File: config.mk
export PLATFORM = sky130hd
export DESIGN_NAME = mole_game_ctrl
export DESIGN_NICKNAME = d
export VERILOG_FILES = /design/src/rtl/mole_game_ctrl.sv
export SDC_FILE = /design/constraint.sdc
export NUM_CORES = 1
export LEC_CHECK = 0
export ABC_CLOCK_PERIOD_IN_PS = 3500
export CAP_MARGIN = 30
export CORE_ASPECT_RATIO = 0.6
export CORE_UTILIZATION = 60
export DETAILED_ROUTE_END_ITERATION = 6
export GPL_TIMING_DRIVEN = 0
export HOLD_SLACK_MARGIN = 0.12
export PLACE_DENSITY = 0.81
export SYNTH_ARGS = -nofsm -noshare
export SYNTH_HDL_FRONTEND = slang
export SYNTH_SLANG_ARGS = --single-unit
File: constraint.sdc
create_clock -name clk -period 3.5 [get_ports clk]
set_input_delay 0.7 -clock clk [delete_from_list [all_inputs] [get_ports clk]]
set_output_delay 0.7 -clock clk [all_outputs]
set_load 0.1 [all_outputs]
File: src/rtl/mole_game_ctrl.sv
// mole_game_ctrl
//   Whack-a-mole game sequencer. A game is ROUNDS rounds. Each round lights one
//   mole (SHOW) until it is hit, missed, or times out, then keeps all moles dark
//   (GAP). After the last round the controller parks in RESULT, pulses done and
//   updates the best score seen since reset.
//
// Ports
//   clk        : system clock, all state on posedge
//   reset      : asynchronous, active-high; clears everything including hiscore
//   start      : level; starts a game when sampled high in IDLE or RESULT
//   btn[3:0]   : debounced, synchronized, active-high mole buttons
//   mole[3:0]  : one-hot lit mole, 0 when none
//   score      : current game score (saturating)
//   hiscore    : best final score since reset
//   busy       : high while in SHOW or GAP
//   done       : one-cycle pulse on entry to RESULT
//   new_record : set in RESULT if this game raised hiscore; cleared on next start
module mole_game_ctrl #(
  parameter int MOLE_TICKS = 50_000_000,
  parameter int GAP_TICKS  = 12_500_000,
  parameter int ROUNDS     = 16,
  parameter int SCORE_W    = 7
) (
  input  logic               clk,
  input  logic               reset,
  input  logic               start,
  input  logic [3:0]         btn,
  output logic [3:0]         mole,
  output logic [SCORE_W-1:0] score,
  output logic [SCORE_W-1:0] hiscore,
  output logic               busy,
  output logic               done,
  output logic               new_record
);

  localparam int TMAX = (MOLE_TICKS > GAP_TICKS) ? MOLE_TICKS : GAP_TICKS;
  localparam int TW   = $clog2(TMAX);

  localparam logic [TW-1:0]      MOLE_LAST = TW'(MOLE_TICKS - 1);
  localparam logic [TW-1:0]      GAP_LAST  = TW'(GAP_TICKS - 1);
  localparam logic [TW-1:0]      TIMER_ONE = TW'(1);
  localparam logic [7:0]         ROUND_END = 8'(ROUNDS - 1);
  localparam logic [SCORE_W-1:0] SCORE_ONE = SCORE_W'(1);
  localparam logic [SCORE_W-1:0] SCORE_MAX = '1;

  typedef enum logic [1:0] {
    IDLE   = 2'd0,
    SHOW   = 2'd1,
    GAP    = 2'd2,
    RESULT = 2'd3
  } state_t;

  state_t        state;
  logic [TW-1:0] timer;
  logic [7:0]    round;
  logic [3:0]    btn_q;
  logic [7:0]    lfsr;

  logic [3:0] rise;
  logic       lfsr_fb;
  logic [3:0] next_mole;

  // Only fresh presses count; a button held across cycles produces one rise.
  assign rise = btn & ~btn_q;

  // Fibonacci feedback for x^8+x^6+x^5+x^4+1.
  assign lfsr_fb = lfsr[7] ^ lfsr[5] ^ lfsr[4] ^ lfsr[3];

  // Mole chosen from the LFSR value present on the edge that enters SHOW.
  assign next_mole = 4'b0001 << lfsr[1:0];

  always_ff @(posedge clk or posedge reset) begin
    if (reset) begin
      state      <= IDLE;
      timer      <= '0;
      round      <= '0;
      btn_q      <= '0;
      lfsr       <= 8'hA5;
      mole       <= '0;
      score      <= '0;
      hiscore    <= '0;
      busy       <= 1'b0;
      done       <= 1'b0;
      new_record <= 1'b0;
    end else begin
      lfsr  <= {lfsr[6:0], lfsr_fb};
      btn_q <= btn;
      done  <= 1'b0;

      unique case (state)
        IDLE, RESULT: begin
          if (start) begin
            state      <= SHOW;
            score      <= '0;
            round      <= '0;
            timer      <= '0;
            new_record <= 1'b0;
            mole       <= next_mole;
            busy       <= 1'b1;
          end
        end

        SHOW: begin
          // Any rise ends the round; it scores only if it is exactly the lit mole.
          // This also covers a correct hit landing on the timeout cycle.
          if (rise != 4'b0000) begin
            if (rise == mole && score != SCORE_MAX) score <= score + SCORE_ONE;
            state <= GAP;
            mole  <= '0;
            timer <= '0;
          end else if (timer == MOLE_LAST) begin
            state <= GAP;
            mole  <= '0;
            timer <= '0;
          end else begin
            timer <= timer + TIMER_ONE;
          end
        end

        GAP: begin
          if (timer == GAP_LAST) begin
            timer <= '0;
            if (round == ROUND_END) begin
              state <= RESULT;
              busy  <= 1'b0;
              done  <= 1'b1;
              // Strictly greater: a tie keeps the old record and no flag.
              if (score > hiscore) begin
                hiscore    <= score;
                new_record <= 1'b1;
              end
            end else begin
              round <= round + 8'd1;
              state <= SHOW;
              mole  <= next_mole;
            end
          end else begin
            timer <= timer + TIMER_ONE;
          end
        end

        default: state <= IDLE;
      endcase
    end
  end

endmodule

Word level (Yosys, flattened, before mapping)
Cells that the tools add are included.
{ "op_classes": {"n_addsub": 3, "n_mul": 0, "div_mod_pow": 0, "order_cmp": 1, "eq_ne": 16, "shift": 1, "muxes": 37, "bitwise": 5, "n_reduce_logical": 13} }
{ "op_table": {"columns": ["operator", "count"], "rows": [
  ["26-bit two-way mux", 4],
  ["26-bit one-hot mux with 3 select lines", 1],
  ["26-bit by 1-bit adder with 26-bit output (second input constant)", 1],
  ["26-bit by 24-bit == test with 1-bit output (second input constant)", 1],
  ["26-bit == test (second input constant)", 1],
  ["8-bit two-way mux", 3],
  ["7-bit two-way mux", 3],
  ["4-bit two-way mux", 5],
  ["4-bit AND reduction", 5],
  ["8-bit one-hot mux with 2 select lines", 1],
  ["2-bit inequality test (second input constant)", 7],
  ["7-bit one-hot mux with 2 select lines", 1],
  ["4-bit one-hot mux with 3 select lines", 1],
  ["1-bit two-way mux", 10],
  ["2-bit two-way mux", 5],
  ["8-bit by 1-bit adder with 8-bit output (second input constant)", 1],
  ["8-bit by 4-bit == test with 1-bit output (second input constant)", 1],
  ["7-bit by 1-bit adder with 7-bit output (second input constant)", 1],
  ["7-bit > comparator", 1],
  ["7-bit inequality test (second input constant)", 1],
  ["2-bit one-hot mux with 3 select lines", 1],
  ["5-bit AND reduction", 1],
  ["4-bit AND", 1],
  ["2-bit == test (second input constant)", 2],
  ["13 further kinds", 17]
]} }
{ "word_totals": {"register_bits": 69, "latchBits": 0, "ramBits": 0, "rom_bits": 0, "memories": 0} }

Logic depth before layout (Yosys ltp)
Gate-level depths: netlist of run 1.
{ "logic_depth": {"ltp_word": 7, "ltp_mapped": 9} }

Worst setup path after synthesis of run 1
No wires, ideal clock.
{ "synth_path": {"path_type": "reg2reg", "startpoint": "register score[1]", "endpoint": "register hiscore[2]", "setup_ns": 0.129, "t_arrival_ns": 2.509, "t_required_ns": 3.371, "setup_slack_ns": 0.862, "stages_incl_launch_ff": 8, "n_path_buf": 1, "cell_sequence": "dfrtp_1 > ha_1 > nor2b_1 > o21a_1 > o21a_1 > o311a_1 > buf_4 > mux2_1"} }
{ "synth_via": {"elab_chain_len": 2} }
{ "synth_rtl": {"columns": ["item", "line_no", "text"], "rows": [
  ["start, declared", "29", "output logic [SCORE_W-1:0] score,"],
  ["start signal, assigned", "107", "if (rise == mole && score != SCORE_MAX) score <= score + SCORE_ONE;"],
  ["7-bit > comparator", "128", "if (score > hiscore) begin"],
  ["4-bit AND reduction (no source line)", null, null],
  ["end signal, assigned", "129", "hiscore <= score;"],
  ["end, declared", "30", "output logic [SCORE_W-1:0] hiscore,"]
]} }
No other way between the ends.
A chain may end at the register's enable or synchronous reset.

Worst setup path after layout of run 1
{ "layout_path": {"startpoint": "register score[3]", "endpoint": "output score[3]"} }
No word-level cell between the ends.

==> flow_summary.yaml, run 1 <==
global_routing:
  grt_pass1_wl_um: 17600
  grt_antenna_before_repair: 0
  grt_max_degree: 70
  grt_pass1_vias: 3456
  grt_remaining_overflow: 0
  grt_usage: 0.334
setup_path:
  max_stage_delay_ns: 1.19
  rrSetupSlack_ns: 0.85
  path_delay_family: "buffers and inverters"
  path_cells: "clkdlybuf4s50_1"
  required_ns: 2.80
  worstPathArrival_ns: 2.03
  crit_path_max_fanout: 8
  critPathKind: "flip-flop to output pin"
  cp-start-kind: "flip-flop"
  worst-path-buf-inv: 1
  cpMaxStageDelayCell: "clkdlybuf4s50_1"
  crit_path_end_kind: "output pin"
floorplan:
  die_x_um: 108
  pin_count: 28
  initial_core_util: 0.643
  fp.dieArea_um2: 7130
  rows: 22
  die_h_um: 65.8
  core_area_um2: 6330
pwr:
  p_int_w: 0.00176
  p_leak_nw: 2.02
  finalPower_w: 0.00294
  power_density_nw_per_um2: 616
  p_sw_w: 0.00118
  switching_share: 0.401
  p_comb_frac: 0.349
  vdd_drop_max_mv: 0.471
  sequentialPowerShare: 0.314
  pwr-share-clk: 0.337
finish:
  nFillCells: 452
  final_util: 0.754
  mostFrequentLayoutCell: "dfrtp_1"
  drive_gt1_frac: 0.116
  synthToLayoutAreaGrowth_pct: 17.2
  nNetsFinal: 463
  instances_no_fill: 532
  n_antenna_cell: 0
  most-common-layout-cells: "65 x dfrtp_1, 34 x nand2_1, 27 x clkdlybuf4s50_1"
clock_network:
  post_cts_buffers: 0
  cts_buffers: 9
  clkTransAtPathRegs_ns: 0.06
  h-tree-depth: 3
  clkSinkCount: 69
  ctsResizeCount: 0
  clock_latency_ns: 0.34
  cts_tree: "yes"
  cts_root_buf: "clkbuf_16"
  postCtsHoldBufs: 0
  clk_path_buf_depth: 2
timing:
  finalSetupViolCount: 0
  slew_viol_final: 0
  relSlewSlack: 0.346
  fin_skew_ns: 0.00669
  hold_viol: 0
  setup_tns_ns: 0
  rsz0062_at_grt: "no"
  tightestPinTransition_ns: 0.979
  fmax_mhz: 366
  min_period_over_period: 0.781
  post-route-min-period_ns: 2.73
yosys:
  synth_cells: 405
  synth_ff_type: "dfrtp_1"
  async_reset_ff_frac: 1.00
  synth_largest_area_cell: "dfrtp_1"
  ys_seq_area_frac: 0.425
  syn_nets: 425
  syn_area_per_cell_um2: 10.1
  netlist_area_um2: 4070
  ys_types: 63
  synth-seq-cells: 69
  yosysWarnings: 0
  synth_edf_count: 0
  synth_area_leaders: "dfrtp_1 40%, ha_1 4.0%, nand2_1 3.1%"
  synth_top_area_frac: 0.399
route:
  ant_nets: 0
  vias_per_cell: 6.76
  finalWirelength_um: 10500
  dr.pass1.iters: 5
  drc_errors: 0
  via_count: 3597
  wl_per_cell_um: 19.6
  drtIter0Drc: 481
placement:
  place_hpwl_um: 7350
  place_inst: 516
  io_buffers: 27
  place_congestion: 1.00
run:
  cap_violations: 0
worst_hold_path:
  hp-class: "flip-flop to flip-flop"
status:
  status: "complete, no violations"
==> logic make-up after synthesis <==
group | count (synthesis) | synth area share
AOI/OAI and AO/OA | 95 | 0.182
DFF | 69 | 0.425
muxes | 21 | 0.0559
buffers and inverters | 35 | 0.0365
and+or+nand+nor | 162 | 0.239
adders and majority gates | 13 | 0.0399
xor gates and xnor gates | 10 | 0.0215
==> power by group through the flow <==
stage / Sequential [W] / Clock (W) / Combinational (W)
2_1_floorplan: 0.00102 / 0 / 0.000610
3_3_place_gp: 0.000928 / 0 / 0.000973
3_5_place_dp: 0.000931 / 0 / 0.000992
4_1_cts: 0.000919 / 0.000998 / 0.000997
5_1_grt: 0.000928 / 0.00103 / 0.00111
6_report: 0.000923 / 0.000990 / 0.00103
==> worst paths after layout <==
kind,start,endpoint,cells after the start
setup / recovery,score[3]$_DFFE_PP0P_,score[3],1
hold / removal,lfsr[6]$_DFF_PP0_,lfsr[7]$_DFF_PP1_,0
setup reg to reg,state[0]$_DFFE_PP0P_,score[5]$_DFFE_PP0P_,8
hold reg to reg,lfsr[6]$_DFF_PP0_,lfsr[7]$_DFF_PP1_,0
max in group asynchronous,reset,timer[13]$_DFFE_PP0N_,2
min in group asynchronous,reset,lfsr[6]$_DFF_PP0_,2
==> area by class of cell <==
cell class                      count  area, µm²  share of cell area
Multi-Input combinational cell    301       2190               0.459
Sequential cell                    69       1730               0.363
Timing Repair Buffer               27        270              0.0566
Clock buffer                        9        225              0.0472
Tap cell                           84        105              0.0220
Clock inverter                      7       98.8              0.0207
Buffer                             20       92.6              0.0194
Inverter                           15       58.8              0.0123
==> metrics by stage <==
stage / hold slack (ns) / worst slack [ns] / area [µm²]
2_1_floorplan: 0.333 / 0.862 / 4070
3_3_place_gp: 0.340 / -0.100 / 4450
3_5_place_dp: 0.344 / 0.535 / 4450
4_1_cts: 0.353 / 0.763 / 4780
5_1_grt: 0.363 / 0.583 / 4780
6_report: 0.352 / 0.765 / 4780
==> registers in the layout, summed over array words and instances, names as in the netlist <==
register and count:
timer 26, lfsr 8, round 8, hiscore 7, score 7, btn_q 4
mole 4, state 2, busy 1, done 1, new_record 1
==> synth_stat cells, drive strengths merged (10+ instances only) <==
cell    instances
mux2           14
a21o           10
nand3          23
ha             13
clkbuf         13
o21ai          15
a211oi         12
dfrtp          65
inv            15
nand2          34
and2           11
nand4          11
==> layer usage <==
| metal | track usage | share of wire |
|---|---|---|
| met1 | 0.491 | 0.48 |
| met2 | 0.464 | 0.41 |
| met3 | 0.102 | 0.095 |
| met4 | 0.110 | 0.013 |
| met5 | 0 | 0 |
No activity file was read; power rests on OpenSTA's default activity.
==> run 2: changes to the inputs <==
Settings changed: ABC_CLOCK_PERIOD_IN_PS 3500 to 2500, CORE_UTILIZATION 60 to 54, PLACE_DENSITY 0.81 to 0.77.
Clock period 3.5 ns to 2.5 ns, I/O delays scaled along.
==> run 2 against run 1 <==
Die area rose by 11%. Sequential power rose by 41%. Total power rose by 35%. Sequential cell count did not move. Worst setup slack got worse by 0.72 ns. Critical endpoint is now score[1]. Highest routed layer unchanged.
==> flow_summary.yaml, run 2 (synthesized netlist as in run 1, its figures left out) <==
status:
  status: "complete, no violations"
timing:
  hold_viol: 0
  min_period_over_period: 0.981
  post-route-min-period_ns: 2.45
  slew_viol_final: 0
  fmax_mhz: 408
  fin_skew_ns: 0.00339
  finalSetupViolCount: 0
  fin_hold_ws_ns: 0.352
  relSlewSlack: 0.340
  tightestPinTransition_ns: 0.987
setup_path:
  max_stage_delay_ns: 1.16
  cpMaxStageDelayCell: "clkdlybuf4s50_1"
  crit_path_end_kind: "output pin"
  path_delay_family: "buffers and inverters"
  crit_path_max_fanout: 7
  worst-path-buf-inv: 1
  worstPathArrival_ns: 1.95
  cp-start-kind: "flip-flop"
  required_ns: 2.00
  rrSetupSlack_ns: 0.11
  path_cells: "clkdlybuf4s50_1"
  reg2reg_to: "mole[2]$_DFFE_PP0P_"
  rr_startpoint: "timer[0]$_DFFE_PP0N_"
  worst-path-stages: 1
  critPathKind: "flip-flop to output pin"
  rr_worst_depth: 7
pwr:
  power_density_nw_per_um2: 821
  vdd_drop_max_mv: 0.542
  p_leak_nw: 2.09
  finalPower_w: 0.00398
finish:
  drive_gt1_frac: 0.152
  synthToLayoutAreaGrowth_pct: 19.0
  seqCellArea_um2: 1740
  instances_no_fill: 557
  n_antenna_cell: 0
  nFillCells: 584
  regMostFlops: "timer"
  final_util: 0.667
  largest_reg_flops: 26
  multi_input_area_um2: 2240
  nNetsFinal: 468
  reg_top3: "timer (26), lfsr (8), round (8)"
  postLayoutCellArea_um2: 4850
  most-common-layout-cells: "61 x dfrtp_1, 34 x nand2_1, 22 x nand3_1, 22 x clkdlybuf4s50_1"
  mostFrequentLayoutCell: "dfrtp_1"
worst_hold_path:
  hold_depth: 0
  worst_hold_startpoint: "lfsr[6]$_DFF_PP0_"
  hold_end: "lfsr[7]$_DFF_PP1_"
  hp-class: "flip-flop to flip-flop"
clock_network:
  clkSinkCount: 69
  clkTransAtPathRegs_ns: 0.05
  clock_latency_ns: 0.34
  cts_tree: "yes"
  clk_path_buf_depth: 2
  cts_buffers: 9
  h-tree-depth: 3
  postCtsHoldBufs: 0
  cts_root_buf: "clkbuf_16"
global_routing:
  grt_pass1_vias: 3364
  grt_max_degree: 70
  grt_remaining_overflow: 0
  grt_pass1_wl_um: 17700
  grt_usage: 0.293
  grt_antenna_before_repair: 0
floorplan:
  core_area_um2: 7270
  pin_count: 28
  rows: 24
  die_x_um: 114
  initial_core_util: 0.561
  fp.dieArea_um2: 7910
  die_h_um: 69.3
route:
  dr.pass1.iters: 5
  vias_per_cell: 6.45
  via_count: 3590
  finalWirelength_um: 10900
  wl_per_cell_um: 19.6
  drtIter0Drc: 368
  ant_nets: 0
  drc_errors: 0
placement:
  io_buffers: 27
  place_congestion: 0.934
  place_hpwl_um: 7490
  place_inst: 536
  place_area_um2: 4480
run:
  cap_violations: 0
[run 2: cell type report]
type | count | area share
Sequential cell | 69 | 0.358
Inverter | 15 | 0.0121
Multi-Input combinational cell | 301 | 0.463
Tap cell | 104 | 0.0268
Timing Repair Buffer | 33 | 0.0653
Clock inverter | 7 | 0.00877
Clock buffer | 9 | 0.0464
Buffer | 19 | 0.0196
[run 2: through the flow]
stage / setup slack, ns / TNS (ns)
4_1_cts: -0.00618 / -0.00618
6_report: 0.0475 / 0
5_1_grt: -0.00463 / -0.00567
3_5_place_dp: -0.363 / -6.93
2_1_floorplan: 0.0203 / 0
3_3_place_gp: -1.15 / -67.43
[run 2: worst max path at each step]
stage          slack [ns]                      to                 start
2_1_floorplan        0.02  hiscore[1]$_DFFE_PP0P_  score[2]$_DFFE_PP0P_
3_3_place_gp        -1.15  hiscore[5]$_DFFE_PP0P_                 reset
3_5_place_dp        -0.36    timer[0]$_DFFE_PP0N_                btn[2]
4_1_cts            -0.006   timer[24]$_DFFE_PP0N_  timer[0]$_DFFE_PP0N_
5_1_grt            -0.005   timer[25]$_DFFE_PP0N_  state[1]$_DFFE_PP0P_
6_report             0.05                score[1]  score[1]$_DFFE_PP0P_
[run 2: per-layer routing]
metal  vias to the layer above  track usage  routed length [µm]
li1                       1632            -                   -
met1                      1754        0.458                5320
met2                       183        0.386                4370
met3                        21       0.0857                1050
met4                         0       0.0808                 150
met5                         -            0                   0
[run 2: where the power goes]
part | switching, W | total, W | internal, W
clock | 0.000492 | 0.00115 | 0.000662
sequential | 0.000107 | 0.00130 | 0.00119
combinational | 0.00109 | 0.00153 | 0.000439
[run 2: what timing repair did]
action / 4_1_cts / 5_1_grt
resized for setup: 6 / 13
endpoints found under the setup margin: 17 / 42
cloned: 0 / 0
pin swaps: 0 / 4
buffers inserted: 0 / 6
